`config.mk`:
```
export PLATFORM = sky130hd
export DESIGN_NAME = mult_operand_sequencer
export DESIGN_NICKNAME = d
export VERILOG_FILES = /design/src/rtl/mult_operand_sequencer.sv
export SDC_FILE = /design/constraint.sdc
export NUM_CORES = 1
export LEC_CHECK = 0
export CAP_MARGIN = 20
export CORE_UTILIZATION = 40
export DETAILED_ROUTE_END_ITERATION = 7
export PLACE_DENSITY = 0.8
export SLEW_MARGIN = 20
export SYNTH_ARGS = -nofsm -noshare
export SYNTH_HDL_FRONTEND = slang
export SYNTH_SLANG_ARGS = --single-unit
```
`constraint.sdc`:
```
create_clock -name clk -period 2.14 [get_ports clk]
set_input_delay 0.428 -clock clk [delete_from_list [all_inputs] [get_ports clk]]
set_output_delay 0.428 -clock clk [all_outputs]
set_load 0.005 [all_outputs]
```
`src/rtl/mult_operand_sequencer.sv`:
```
// Operand sequencer for a multi-cycle signed multiplier: latches a pair, strobes a load,
// waits LATENCY cycles, captures the product and holds it until downstream accepts.
// Optional macro SEQ_ZERO_BYPASS_EN: a zero operand completes immediately with out_p = 0.
module mult_operand_sequencer #(
    parameter int unsigned N       = 32,
    parameter int unsigned LATENCY = 32
) (
    input  logic           clk,
    input  logic           rst,
    input  logic           in_valid,
    output logic           in_ready,
    input  logic [N-1:0]   in_m,
    input  logic [N-1:0]   in_q,
    output logic [N-1:0]   mult_m,
    output logic [N-1:0]   mult_q,
    output logic           mult_ld,
    input  logic [2*N-1:0] mult_p,
    output logic           out_valid,
    input  logic           out_ready,
    output logic [2*N-1:0] out_p,
    output logic           busy
);

    localparam int unsigned CW = (LATENCY > 1) ? $clog2(LATENCY) : 1;

    typedef enum logic [1:0] {
        IDLE = 2'd0,
        LOAD = 2'd1,
        RUN  = 2'd2,
        DONE = 2'd3
    } state_t;

    state_t        state;
    state_t        state_next;
    logic [CW-1:0] cnt;
    logic [CW-1:0] cnt_next;
    logic          accept_c;
    logic          capture_c;

`ifdef SEQ_ZERO_BYPASS_EN
    logic zero_c;
    assign zero_c = (in_m == '0) || (in_q == '0);
`endif

    // Next-state and counter logic
    always_comb begin
        state_next = state;
        cnt_next   = cnt;
        accept_c   = 1'b0;
        capture_c  = 1'b0;
        case (state)
            IDLE: begin
                if (in_valid) begin
                    accept_c = 1'b1;
`ifdef SEQ_ZERO_BYPASS_EN
                    state_next = zero_c ? DONE : LOAD;
`else
                    state_next = LOAD;
`endif
                end
            end
            LOAD: begin
                cnt_next   = CW'(LATENCY - 1);
                state_next = RUN;
            end
            RUN: begin
                if (cnt == '0) begin
                    capture_c  = 1'b1;
                    state_next = DONE;
                end else begin
                    cnt_next = cnt - CW'(1);
                end
            end
            DONE: begin
                if (out_ready) begin
                    state_next = IDLE;
                end
            end
            default: state_next = IDLE;
        endcase
    end

    // State register and registered outputs, all derived from the next state
    always_ff @(posedge clk) begin
        if (!rst) begin
            state     <= IDLE;
            cnt       <= '0;
            mult_m    <= '0;
            mult_q    <= '0;
            mult_ld   <= 1'b0;
            out_p     <= '0;
            out_valid <= 1'b0;
            busy      <= 1'b0;
            in_ready  <= 1'b1;
        end else begin
            state     <= state_next;
            cnt       <= cnt_next;
            mult_ld   <= (state_next == LOAD);
            out_valid <= (state_next == DONE);
            busy      <= (state_next != IDLE);
            in_ready  <= (state_next == IDLE);
            if (accept_c) begin
                mult_m <= in_m;
                mult_q <= in_q;
            end
            if (capture_c) begin
                out_p <= mult_p;
            end
`ifdef SEQ_ZERO_BYPASS_EN
            else if (accept_c && zero_c) begin
                out_p <= '0;
            end
`endif
        end
    end

endmodule

```
==> out/results.tsv <==
metric	value	unit
clock-pin slew on the worst setup and hold paths	60	ps
via count	4811	
status	complete, no violations	
post-synth cell types	32	
number of DRC markers in iteration 0	227	
endpoints failing hold	0	
GRT Total Usage	0.206	
post-CTS setup buffers	0	
Critical Path RT	2480	ps
CTS resizes	0	
root buffer cell	clkbuf_16	
Post-Syn Instances	608	
Worst Tran Pin Value	481	ps
kind of critical path	flop to flop	
Final min period	1790	ps
Hold Buf Count CTS	0	
layout cell share with drive strength beyond 1	0.0532	
fin cells	1036	
MaxCap Viol Count	0	
CTS max path bufs	2	
vias in the first global route	4494	
Synth Cell Area	5240	sq um
Layout Skew	5.21	ps
Slew Limit Fails	0	
num rows	41	
global-route wire length before repair	21300	um
Crit Path Max Fanout	66	
Synth Net Count	741	
crit path capture type	flop	
Yosys warnings	0	
DR WL/cell	13.9	um
initial core utilization	0.414	
die area	13600	sq um
H-tree depth	4	
Leakage	0.00317	uW
total grt overflow	0	
Sink Count	139	
antenna viol nets, final	0	
total wire length	14400	um
largest net degree at the start of global routing	125	
crit share post-route	0.839	
met1 GRT Util	0.209	
Synth Area per Inst	8.62	sq um
DRC violations left	0	
initial antenna violation count	0	
fin nets	985	
Post-DP HPWL	10000	um
Pre-antenna DRT Iters	5	
RD Place Congestion	0.735	
HP Class	input port to flop	
routed vias/inst	4.64	
Die X	116	um
final setup TNS	0	ps
die height	116	um
dpl cells	1005	
CTS tree	done	
diode count	0	
Seq cells post-synth	139	
Ports	264	
area grow syn2layout	63.6	%
final setup violation count	0	
core region area	12700	sq um
Worst-Skew Late Latency	410	ps
GR Util met2	0.353	
sequential share of the synthesized area	0.531	
power density cells	844	nW/um^2
# fillers	998	
met3 usage	0.107	
achievable frequency	0.557	GHz
Num CTS Buffers	17	
Worst EP arrival	2130	ps
Setup crit start kind	flop	
IO buf count	263	
VDD IR max	0.482	mV
GR peak layer	met2	
RSZ-0062 raised after global routing	false	
Rel. slew slack	0.679	
cell type report:
type,instances,area (sq um),share of cell area
inverter,3,11.3,0.00131
multi-input combinational,421,2190,0.256
clock inverter,11,168,0.0196
tap,172,215,0.0251
clock buffer,20,457,0.0533
timing repair buffer,270,2750,0.320
sequential,139,2780,0.325
cell families (layout without fill, tap and decap cells):
kind of cell / after synthesis / count (layout) / synth area share
flops: 139 / 139 / 0.531
fa+ha+maj: 1 / 1 / 0.00239
buf+inv: 48 / 304 / 0.0516
simple gates: 282 / 282 / 0.216
compound gates: 74 / 74 / 0.0764
mux: 64 / 64 / 0.122
power by group:
part           internal, uW  leakage (uW)  switching (uW)  total (uW)
logic                   733       0.00173             514        1250
clock network          2000      0.000302            1080        3090
registers              2790       0.00113             110        2900
cells in the final DEF (no fill, tap or decap), types with 2 or more instances in the layout:
cell type,n
a211oi_1,2
a21oi_1,65
buf_12,5
buf_4,3
bufinv_16,4
clkbuf_16,17
clkbuf_8,2
clkdlybuf4s50_1,262
clkinv_2,3
clkinvlp_4,2
dfxtp_1,139
inv_1,2
mux2i_1,64
nand2_1,258
nand2b_1,2
nand3_1,3
nor2_1,5
nor3_1,3
o311a_1,2
o31a_1,2
flip-flops by register name, indices dropped and copies added (netlist names):
name and count:
busy 1, cnt 5, in_ready 1, mult_ld 1
mult_m 32, mult_q 32, out_p 64, out_valid 1
state 2
stage by stage:
stage          area (sq um)  total power, uW  utilization  hold WS, ps  setup WS [ps]
2_1_floorplan          5240             3510            -          451            559
3_3_place_gp           7950             4180        0.627          440            216
3_5_place_dp           7950             4200        0.627          446            187
4_1_cts                8570             7290        0.676          316            338
5_1_grt                8570             7540        0.676          331            225
6_report               8570             7230        0.676          330            345
synthesized netlist by cell type:
cell type	count	share of area
and2b_2	1	0.0017
or4b_4	1	0.0026
or2_2	1	0.0012
and2_1	1	0.0012
nor2b_1	1	0.0012
or3b_1	1	0.0017
dfxtp_1	139	0.53
nor2_1	5	0.0036
o211a_1	1	0.0019
buf_4	3	0.0043
nand2_1	258	0.18
o311a_1	2	0.0038
inv_1	3	0.0021
nor4_4	1	0.0041
nand3_1	3	0.0029
buf_6	7	0.015
ha_1	1	0.0024
o31a_1	2	0.0033
nand4b_1	1	0.0017
clkbuf_1	21	0.015
a211oi_1	2	0.0029
a21oi_1	65	0.062
buf_2	13	0.012
a22oi_1	1	0.0014
and2b_1	1	0.0014
o21ai_0	1	0.00095
nor3_1	3	0.0029
clkbuf_8	1	0.0026
nor3b_1	1	0.0014
mux2i_1	64	0.12
and2_4	1	0.0017
nand2b_1	2	0.0024
critical path: stages (launching register included):
cell      delay, ps
dfxtp_1         340
inv_1            60
ha_1            200
nand2b_1        120
nor4_4          270
buf_12          390
mux2i_1         250
layer usage:
metal	up-vias	routed length (um)
li1	2452	-
met1	2146	5490
met2	194	6840
met3	19	1830
met4	0	279
met5	-	0
worst paths after layout:
kind	start	endpoint	slack (ps)	depth (start not counted)
worst max register to register	cnt[0]$_SDFFE_PN0P_	out_p[22]$_SDFFE_PN0P_	350	6
worst min register to register	mult_m[15]$_SDFFE_PN0P_	mult_m[15]$_SDFFE_PN0P_	450	2
worst min-delay path	rst	state[0]$_SDFF_PN0_	330	2
worst max-delay path	cnt[0]$_SDFFE_PN0P_	out_p[22]$_SDFFE_PN0P_	350	6
No activity file was read; power rests on OpenSTA's default activity.
